File: config.mk
export PLATFORM = sky130hd
export DESIGN_NAME = fp_accum
export DESIGN_NICKNAME = d
export VERILOG_FILES = /design/src/rtl/fp_pkg.sv /design/src/rtl/sm_to_tc.sv /design/src/rtl/fp_accum.sv
export SDC_FILE = /design/constraint.sdc
export NUM_CORES = 1
export LEC_CHECK = 0
export CAP_MARGIN = 10
export CORE_ASPECT_RATIO = 1.1
export CORE_MARGIN = 2
export CORE_UTILIZATION = 60
export CTS_CLUSTER_DIAMETER = 120
export DETAILED_ROUTE_END_ITERATION = 8
export GPL_ROUTABILITY_DRIVEN = 0
export PLACE_DENSITY = 0.94
export SYNTH_ARGS = -nofsm -noshare
export SYNTH_HDL_FRONTEND = slang
export SYNTH_SLANG_ARGS = --single-unit
File: constraint.sdc
create_clock -name clk -period 10.8 [get_ports clk]
set_clock_uncertainty 0.05 [all_clocks]
set_input_delay 1.08 -clock clk [delete_from_list [all_inputs] [get_ports clk]]
set_output_delay 1.08 -clock clk [all_outputs]
set_load 0.01 [all_outputs]
File: src/rtl/fp_pkg.sv
// Shared definitions for the sign-magnitude multiplier chain: widths,
// sign-magnitude <-> two's-complement helpers and the accumulator state type.
package fp_pkg;

    localparam int N1    = 24;
    localparam int N2    = 16;
    localparam int N_RES = 32;

    typedef enum logic {
        ACCUM = 1'b0,
        HOLD  = 1'b1
    } acc_state_e;

    // Negative zero maps to 0 because -0 == 0 in two's complement.
    function automatic logic signed [N_RES-1:0] sm2tc_res(input logic [N_RES-1:0] sm);
        logic signed [N_RES-1:0] mag;
        mag = signed'({1'b0, sm[N_RES-2:0]});
        return sm[N_RES-1] ? -mag : mag;
    endfunction

    // The most negative value has no sign-magnitude twin; it clamps to full scale.
    function automatic logic [N_RES-1:0] tc2sm_res(input logic signed [N_RES-1:0] tc);
        logic [N_RES-1:0] mag;
        mag = tc[N_RES-1] ? unsigned'(-tc) : unsigned'(tc);
        if (mag[N_RES-1]) begin
            mag = {1'b0, {(N_RES-1){1'b1}}};
        end
        return {tc[N_RES-1] && (mag != '0), mag[N_RES-2:0]};
    endfunction

endpackage

File: src/rtl/sm_to_tc.sv
// Combinational sign-magnitude to two's-complement converter, sign-extended
// to N_TC bits; negative zero converts to 0.
module sm_to_tc #(
    parameter int N_IN = 32,
    parameter int N_TC = 40
) (
    input  logic [N_IN-1:0]        sm_i,
    output logic signed [N_TC-1:0] tc_o
);

    logic signed [N_TC-1:0] mag;

    assign mag  = signed'(N_TC'(sm_i[N_IN-2:0]));
    assign tc_o = sm_i[N_IN-1] ? -mag : mag;

endmodule

File: src/rtl/fp_accum.sv
// Frame accumulator for sign-magnitude products: sums FRAME_LEN products, scales,
// saturates and returns the result in sign-magnitude. Define FP_ACCUM_ROUND_EN for round-half-up scaling.
module fp_accum
    import fp_pkg::*;
#(
    parameter int N_IN      = 32,
    parameter int FRAME_LEN = 16,
    parameter int N_ACC     = 40,
    parameter int OUT_SHIFT = 4,
    parameter int N_OUT     = 32
) (
    input  logic                         clk,
    input  logic                         rst,
    input  logic                         in_valid,
    output logic                         in_ready,
    input  logic [N_IN-1:0]              in_data,
    output logic                         out_valid,
    input  logic                         out_ready,
    output logic [N_OUT-1:0]             out_data,
    output logic                         out_sat,
    output logic [$clog2(FRAME_LEN)-1:0] frame_cnt
);

    localparam int CNT_W = $clog2(FRAME_LEN);
    localparam logic [N_ACC:0] MAXM = (N_ACC+1)'((64'd1 << (N_OUT-1)) - 64'd1);
`ifdef FP_ACCUM_ROUND_EN
    localparam logic [N_ACC:0] RND =
        (OUT_SHIFT > 0) ? ((N_ACC+1)'(1) << ((OUT_SHIFT > 0) ? OUT_SHIFT-1 : 0)) : '0;
`endif

    if (FRAME_LEN < 2) begin : g_chk_len
        $error("fp_accum: FRAME_LEN must be at least 2");
    end
    if (N_ACC < N_IN + CNT_W + 1) begin : g_chk_acc
        $error("fp_accum: N_ACC too narrow for a full frame");
    end

    // Returns {sat, sign-magnitude result}; scaling works on the magnitude so it is symmetric about zero.
    function automatic logic [N_OUT:0] scale_sat(input logic signed [N_ACC-1:0] s);
        logic [N_ACC:0]   mag;
        logic [N_ACC:0]   m;
        logic [N_OUT-2:0] mres;
        logic             sat;
        mag = s[N_ACC-1] ? (N_ACC+1)'(unsigned'(-s)) : (N_ACC+1)'(unsigned'(s));
`ifdef FP_ACCUM_ROUND_EN
        mag = mag + RND;
`endif
        m    = mag >> OUT_SHIFT;
        sat  = (m > MAXM);
        mres = sat ? '1 : m[N_OUT-2:0];
        return {sat, s[N_ACC-1] && (mres != '0), mres};
    endfunction

    acc_state_e              state_q, state_d;
    logic signed [N_ACC-1:0] acc_q, acc_d;
    logic [CNT_W-1:0]        cnt_q, cnt_d;
    logic                    ov_q, ov_d;
    logic [N_OUT-1:0]        od_q, od_d;
    logic                    os_q, os_d;

    logic signed [N_ACC-1:0] tc;
    logic signed [N_ACC-1:0] sum;
    logic [N_OUT:0]          res;
    logic                    accept;

    sm_to_tc #(
        .N_IN (N_IN),
        .N_TC (N_ACC)
    ) u_sm_to_tc (
        .sm_i (in_data),
        .tc_o (tc)
    );

    assign in_ready  = (state_q == ACCUM);
    assign accept    = in_valid && in_ready;
    assign sum       = acc_q + tc;
    assign res       = scale_sat(sum);
    assign out_valid = ov_q;
    assign out_data  = od_q;
    assign out_sat   = os_q;
    assign frame_cnt = cnt_q;

    always_comb begin
        state_d = state_q;
        acc_d   = acc_q;
        cnt_d   = cnt_q;
        ov_d    = ov_q;
        od_d    = od_q;
        os_d    = os_q;
        case (state_q)
            ACCUM: begin
                if (accept) begin
                    if (cnt_q == CNT_W'(FRAME_LEN-1)) begin
                        os_d    = res[N_OUT];
                        od_d    = res[N_OUT-1:0];
                        ov_d    = 1'b1;
                        acc_d   = '0;
                        cnt_d   = '0;
                        state_d = HOLD;
                    end else begin
                        acc_d = sum;
                        cnt_d = cnt_q + CNT_W'(1);
                    end
                end
            end
            HOLD: begin
                if (ov_q && out_ready) begin
                    ov_d    = 1'b0;
                    state_d = ACCUM;
                end
            end
            default: state_d = ACCUM;
        endcase
    end

    always_ff @(posedge clk or posedge rst) begin
        if (rst) begin
            state_q <= ACCUM;
            acc_q   <= '0;
            cnt_q   <= '0;
            ov_q    <= 1'b0;
            od_q    <= '0;
            os_q    <= 1'b0;
        end else begin
            state_q <= state_d;
            acc_q   <= acc_d;
            cnt_q   <= cnt_d;
            ov_q    <= ov_d;
            od_q    <= od_d;
            os_q    <= os_d;
        end
    end

endmodule

* Word-level counts from Yosys, hierarchy flattened
Index checks and enable logic that the tools add are counted. W data, S select, Z words.
Cells by class: magnitude comparators 1, equal/unequal tests 4, reduce and logical (&&, ||, !) cells 7, $add $sub $neg 4, muxes and demuxes 13, bitwise gates (word level) 1
Operators by type and width (count):
- $mux W40 | 3
- $add A40 B40 Y40 | 1
- $neg A31 Y40 | 1
- $neg A40 Y40 | 1
- $gt A36 B31 Y1 const B | 1
- $mux W31 | 1
- $reduce_bool A31 Y1 | 1
- $mux W1 | 6
- $ne A2 B1 Y1 const B | 3
- $reduce_and A3 Y1 | 2
- $add A4 B1 Y4 const B | 1
- $eq A4 B4 Y1 const B | 1
- $mux W4 | 1
- $pmux W1 S2 | 2
- $logic_and A1 B1 Y1 | 3
- $reduce_and A2 Y1 | 1
- $not A1 Y1 | 1
Word-level totals: logic and storage cells 36, bits in registers 79, input port bits 36, output and inout bits 39

* Depth between registers and ports, before layout
word-level depth 9, mapped depth 26

* By module
A second synthesis with hierarchy kept.
Second synthesis, totals: cells, all modules 946, area total of the unflattened synthesis 7758.7 um^2
Modules (own cells, without submodules):
- fp_accum | area an instance 6950.4 um^2, times used 1, cells each 837
- sm_to_tc | area an instance 808.3 um^2, times used 1, cells each 109

* Worst setup path after synthesis
No wires, ideal clock.
kind input to register, from input in_data[1], to register od_q[31], in the netlist out_data[31], data required time 10.620 ns, cell stages on the path 24, slack 4.314 ns, data arrival time 6.306 ns, path buffers 2, path through inv_1 > ha_1 > nand2_1 > or2_2 > or4_1 > or2_2 > or4_1 > or2_2 > clkbuf_1 > o41ai_1 > xnor2_1 > ha_1 > a21oi_1 > o221ai_1 > o21a_1 > o21a_1 > a211o_1 > xor2_1 > buf_4 > or3_1 > a21boi_1 > nand4b_1 > nor4b_2 > a31oi_1
Between the ends: word-level cells in the longest chain between the ends 9
RTL lines:
- from (decl) | line fp_accum.sv:16 | input logic [N_IN-1:0] in_data,
- $neg A31 Y40 | line sm_to_tc.sv:14 | assign tc_o = sm_i[N_IN-1] ? -mag : mag;
- $mux W40 * | line sm_to_tc.sv:14
- $add A40 B40 Y40 * | line fp_accum.sv:76 | assign sum = acc_q + tc;
- $neg A40 Y40 | line fp_accum.sv:44 | mag = s[N_ACC-1] ? (N_ACC+1)'(unsigned'(-s)) : (N_ACC+1)'(unsigned'(s));
- $mux W40 | line fp_accum.sv:44
- $gt A36 B31 Y1 | line fp_accum.sv:49 | sat = (m > MAXM);
- $mux W31 | line fp_accum.sv:50 | mres = sat ? '1 : m[N_OUT-2:0];
- $reduce_bool A31 Y1 | line fp_accum.sv:51 | return {sat, s[N_ACC-1] && (mres != '0), mres};
- $logic_and A1 B1 Y1 * | line fp_accum.sv:51
- to (signal assigned) | line fp_accum.sv:122 | od_q <= '0;
- to (signal assigned) | line fp_accum.sv:129 | od_q <= od_d;
- to (decl) | line fp_accum.sv:58 | logic [N_OUT-1:0] od_q, od_d;
Every way passes the cells marked *; elsewhere a longest branch is shown, timed or not. A chain may end at the register's enable or synchronous reset.

* Worst setup path after layout
from input in_data[0], to register od_q[31], in the netlist out_data[31]
Same word-level chain as after synthesis.

==> results summary <==
The run finished with clean final reports. The mapped netlist covers 7550 sq um. Summed over all nets, the half-perimeter wirelength after detailed placement is 16,200 um.

The startpoint identified for the worst hold timing path is acc_q[0]. The fraction of the core area covered by cells at the end of the flow came out at 0.709. The floorplan die area is 13,500 sq um. The total of buffers placed on input and output ports is 74.

For this run, the top clock speed supported by timing is about 130 MHz. In this run the worst setup path begins at in_data[0]. The sum of negative setup slack is 0 ns. The fraction of registers with async set or reset after synthesis came out at 1.00.

By instance count, the cell type seen most on the critical path is or2_2. The longest individual stage delay on the worst path is 0.60 ns. The antenna diode count is 0. The synthesized-area fraction occupied by ao, oa, aoi and oai cells came out at 0.291. The reg-to-reg startpoint is acc_q[0]. The count of TritonRoute iterations in the first routing pass came out at 7. The setup violation total in the final timing report is 0. In the routed layout, each cell is associated on average with a via count of 6.83. The area growth from synthesis to layout is 14.1%. The number of endpoints with negative hold slack in the final report came out at 0. The share of synthesized area in the top cell type comes to 0.262. After technology mapping, the gate count stands at 942. The number of buffers inserted to repair setup after CTS is 0. The path class of the tightest hold or removal check is reg -> reg. The power density of the placed cells is 381 nW/um^2. The worst-path cell with the longest stage delay is xor2_2.

The number of placed instances, taps included, is 1,130. The number of nets at the end of the flow is 1,068. The time the final worst path needs with I/O delays and setup came out at 7.58 ns. STA classifies the critical path endpoint as a flop. The detailed router placed 7,824 vias in this run. The global-route total usage across every layer came out at 0.323. The total count of max-transition violations in the final report is 0.

The aggregate global routing overflow came out at 0. The post-synthesis simple-gate area fraction is 0.228. For this run, the register share of the synthesized area comes to 0.262.

The slew at the pin with the worst max-slew slack came out at 0.994 ns. The maximum number of pins on one net before global-route repair is 80. The buffer and inverter count on the worst path is 3. In this run, distinct cell masters in the synthesized netlist total 77. Dividing the detail-routed wire length by the instance count gives 18.8 um. Post-CTS repair changed the size of 0 cells. For this run, design rule violations remaining after detail routing come to 0. Of the cells placed in the final design, the portion with a size suffix greater than 1 is 0.0605.

For this design, the sink count on the clock tree is 79. After synthesis, the mean cell area works out to 8.01 sq um. Of the total synthesized cell area, the portion taken by XOR and XNOR cells is 0.0962. The post-synthesis share of cell area spent on full adders, half adders and majority gates is 0.0756.

Sorting the synthesized cells by area gives the leading types as dfrtp_1 (26%), ha_1 (7.3%), xnor2_1 (7.1%), nand2_1 (5.0%), o21ai_0 (4.7%). The leakage power total came out at 0.00345 uW. The most used flip-flop cell after synthesis is dfrtp_1. The final standard cell count with taps included and fillers excluded is between 1,000 and 1,500.

The required time at the worst-slack endpoint came out at 10.96 ns. The relative max-transition margin is 0.337. Of all nets on the critical path, the largest fanout is 18. The starting density of the core is 0.622.

The largest total area in the synthesized netlist belongs to dfrtp_1. The x dimension of the die is 111 um. The worst setup slack after layout came out at 3.22 ns.

75 I/O pins were placed. The number of design-rule violations left by the first detailed-router iteration is 1,075. Among cell families on the critical path, the largest total delay comes from simple AND/OR/NAND/NOR gates. The mux cell area share after synthesis came out at 0.00796.

The most common cell after layout, fill and taps aside is nand2_1. The number of buffers inserted for hold repair after clock tree synthesis is 0. TritonCTS built the clock tree. The flip-flop and latch count after synthesis is just under 80. The number of clock buffers added by TritonCTS is 9. In this run the clock root is driven by a clkbuf_16. The number of rows created at floorplan is between 40 and 50. The number of antenna violations at the first check in global routing was 0. The signal on the critical path passes through clkdlybuf4s50_1, inv_1, ha_1, nand2_1, or2_2, or4_1, or2_2, or4_1, or2_2, o41ai_1, xnor2_1, ha_1, a21oi_1, o221ai_1, a21boi_0, nand4b_1, a211o_1, xor2_2, buf_4, a31oi_1, xor2_1, nand4b_1, nor4b_2, a31oi_1. The via count of the first global-routing pass was 7,220. The count of maximum capacitance violations is 0.

By startpoint and endpoint, the worst setup path is classified as in -> reg. STA classifies the critical path startpoint as an input port. The arrival time at the worst endpoint is ~7.7 ns. The floorplan step set the die height to 122 um. The overall power of the completed layout came out at 3280 uW. The maximum clock insertion buffer count is 2. For this block, the routed nets add up to roughly 22,000 um of wire. The first-pass GRT wire length came out at 35,400 um. The synthesis warning total is 0. The clock-pin transition on the worst setup and hold timing paths came out at 0.06 ns. The worst-case vdd ir drop came out at 0.188 mV. The worst setup timing slack at the placement stage is 3.11 ns. When the netlist entered floorplanning its net count stood at 1,023. The fill cell total of the finished layout came out at 934.

The clock latency on the worst-skew pair is 0.36 ns. In the layout the commonest cells are nand2_1 (101), nor2_1 (92), dfrtp_1 (79), clkdlybuf4s50_1 (74), o21ai_0 (71). By area, the combinational part of the netlist is dominated by compound AO/OA/AOI/OAI gates. The synthesized design contains 0 enable-type register cells. The total core area came out at 12,100 sq um.

Setup repair after global routing left no endpoint under its margin. The post-detailed-route count of antenna-violating nets is 0. The total number of H-tree levels came out at 3. The part of the cycle the worst path needs came out at 0.702.
cell usage after synthesis, drive strengths merged, types with 7 or more instances:
cell      n
or3      12
nor3     20
a22o     16
o21a     15
and4      8
nor2     93
or4      10
ha       44
o21ai    74
nand4    19
buf      11
xor2     20
nand2   101
a21oi    67
a31oi    37
and3      7
a21boi   10
nand3    25
o31ai    15
inv      18
and2     12
dfrtp    79
xnor2    62
a21o     12
clkbuf   37
o211ai    7
or2       9
nor4     10
stage by stage:
| stage | hold slack [ns] | cell area (sq um) |
|---|---|---|
| floorplan | 0.393 | 7550 |
| CTS | 0.435 | 8610 |
| global placement | 0.409 | 8330 |
| global route | 0.452 | 8610 |
| finish | 0.433 | 8610 |
| detailed placement | 0.422 | 8330 |
logic make-up after synthesis:
| kind of cell | after synthesis |
|---|---|
| AOI/OAI and AO/OA | 321 |
| xor gates and xnor gates | 82 |
| adders and majority gates | 45 |
| buffers and inverters | 66 |
| DFF | 79 |
| muxes | 6 |
| and+or+nand+nor | 343 |
where the power goes:
| group | internal, uW | switching [uW] | total [uW] |
|---|---|---|---|
| clock network | 158 | 137 | 295 |
| registers | 446 | 105 | 550 |
| logic | 942 | 1490 | 2430 |
| total | 1550 | 1730 | 3280 |
final timing paths:
check	to	slack [ns]	cells after the start
min reg2reg	acc_q[0]	0.43	2
max reg2reg	out_data[0]	5.68	15
max	out_data[31]	3.22	24
min in group asynchronous	acc_q[7]	1.32	3
max in group asynchronous	acc_q[21]	8.75	3
min	acc_q[0]	0.43	2
worst register-to-register path, stage by stage (launching register included):
cell and delay, ns:
dfrtp_1 0.35, ha_1 0.22, inv_1 0.07, fa_1 0.44, nand2b_1 0.22, a211oi_1 0.62, o21a_1 0.40, nor2_1 0.09
o21bai_1 0.19, xor2_1 0.65, nor4_2 0.23, and4_1 0.34, and3_1 0.20, nor4_1 0.24, a31o_4 0.41, a41oi_1 0.22
sequential cells by signal, indices dropped and copies added (netlist names):
name,cells
out_sat,1
out_data,32
out_valid,1
state_q,1
frame_cnt,4
acc_q,40
per-layer routing:
layer	up-vias	global-route usage	share of wire
met2	445	0.494	0.43
met5	-	0	0
li1	3620	-	-
met4	0	0.162	0.045
met1	3674	0.436	0.41
met3	85	0.0706	0.11
final cells by class:
type,count,area (sq um),share of cell area
multi-input combinational,797,5290,0.614
sequential,79,1980,0.230
timing repair buffer,82,801,0.0930
clock buffer,9,225,0.0262
tap,154,193,0.0224
inverter,18,68.8,0.00799
clock inverter,7,55.1,0.00639
No activity file was read; power rests on OpenSTA's default activity.
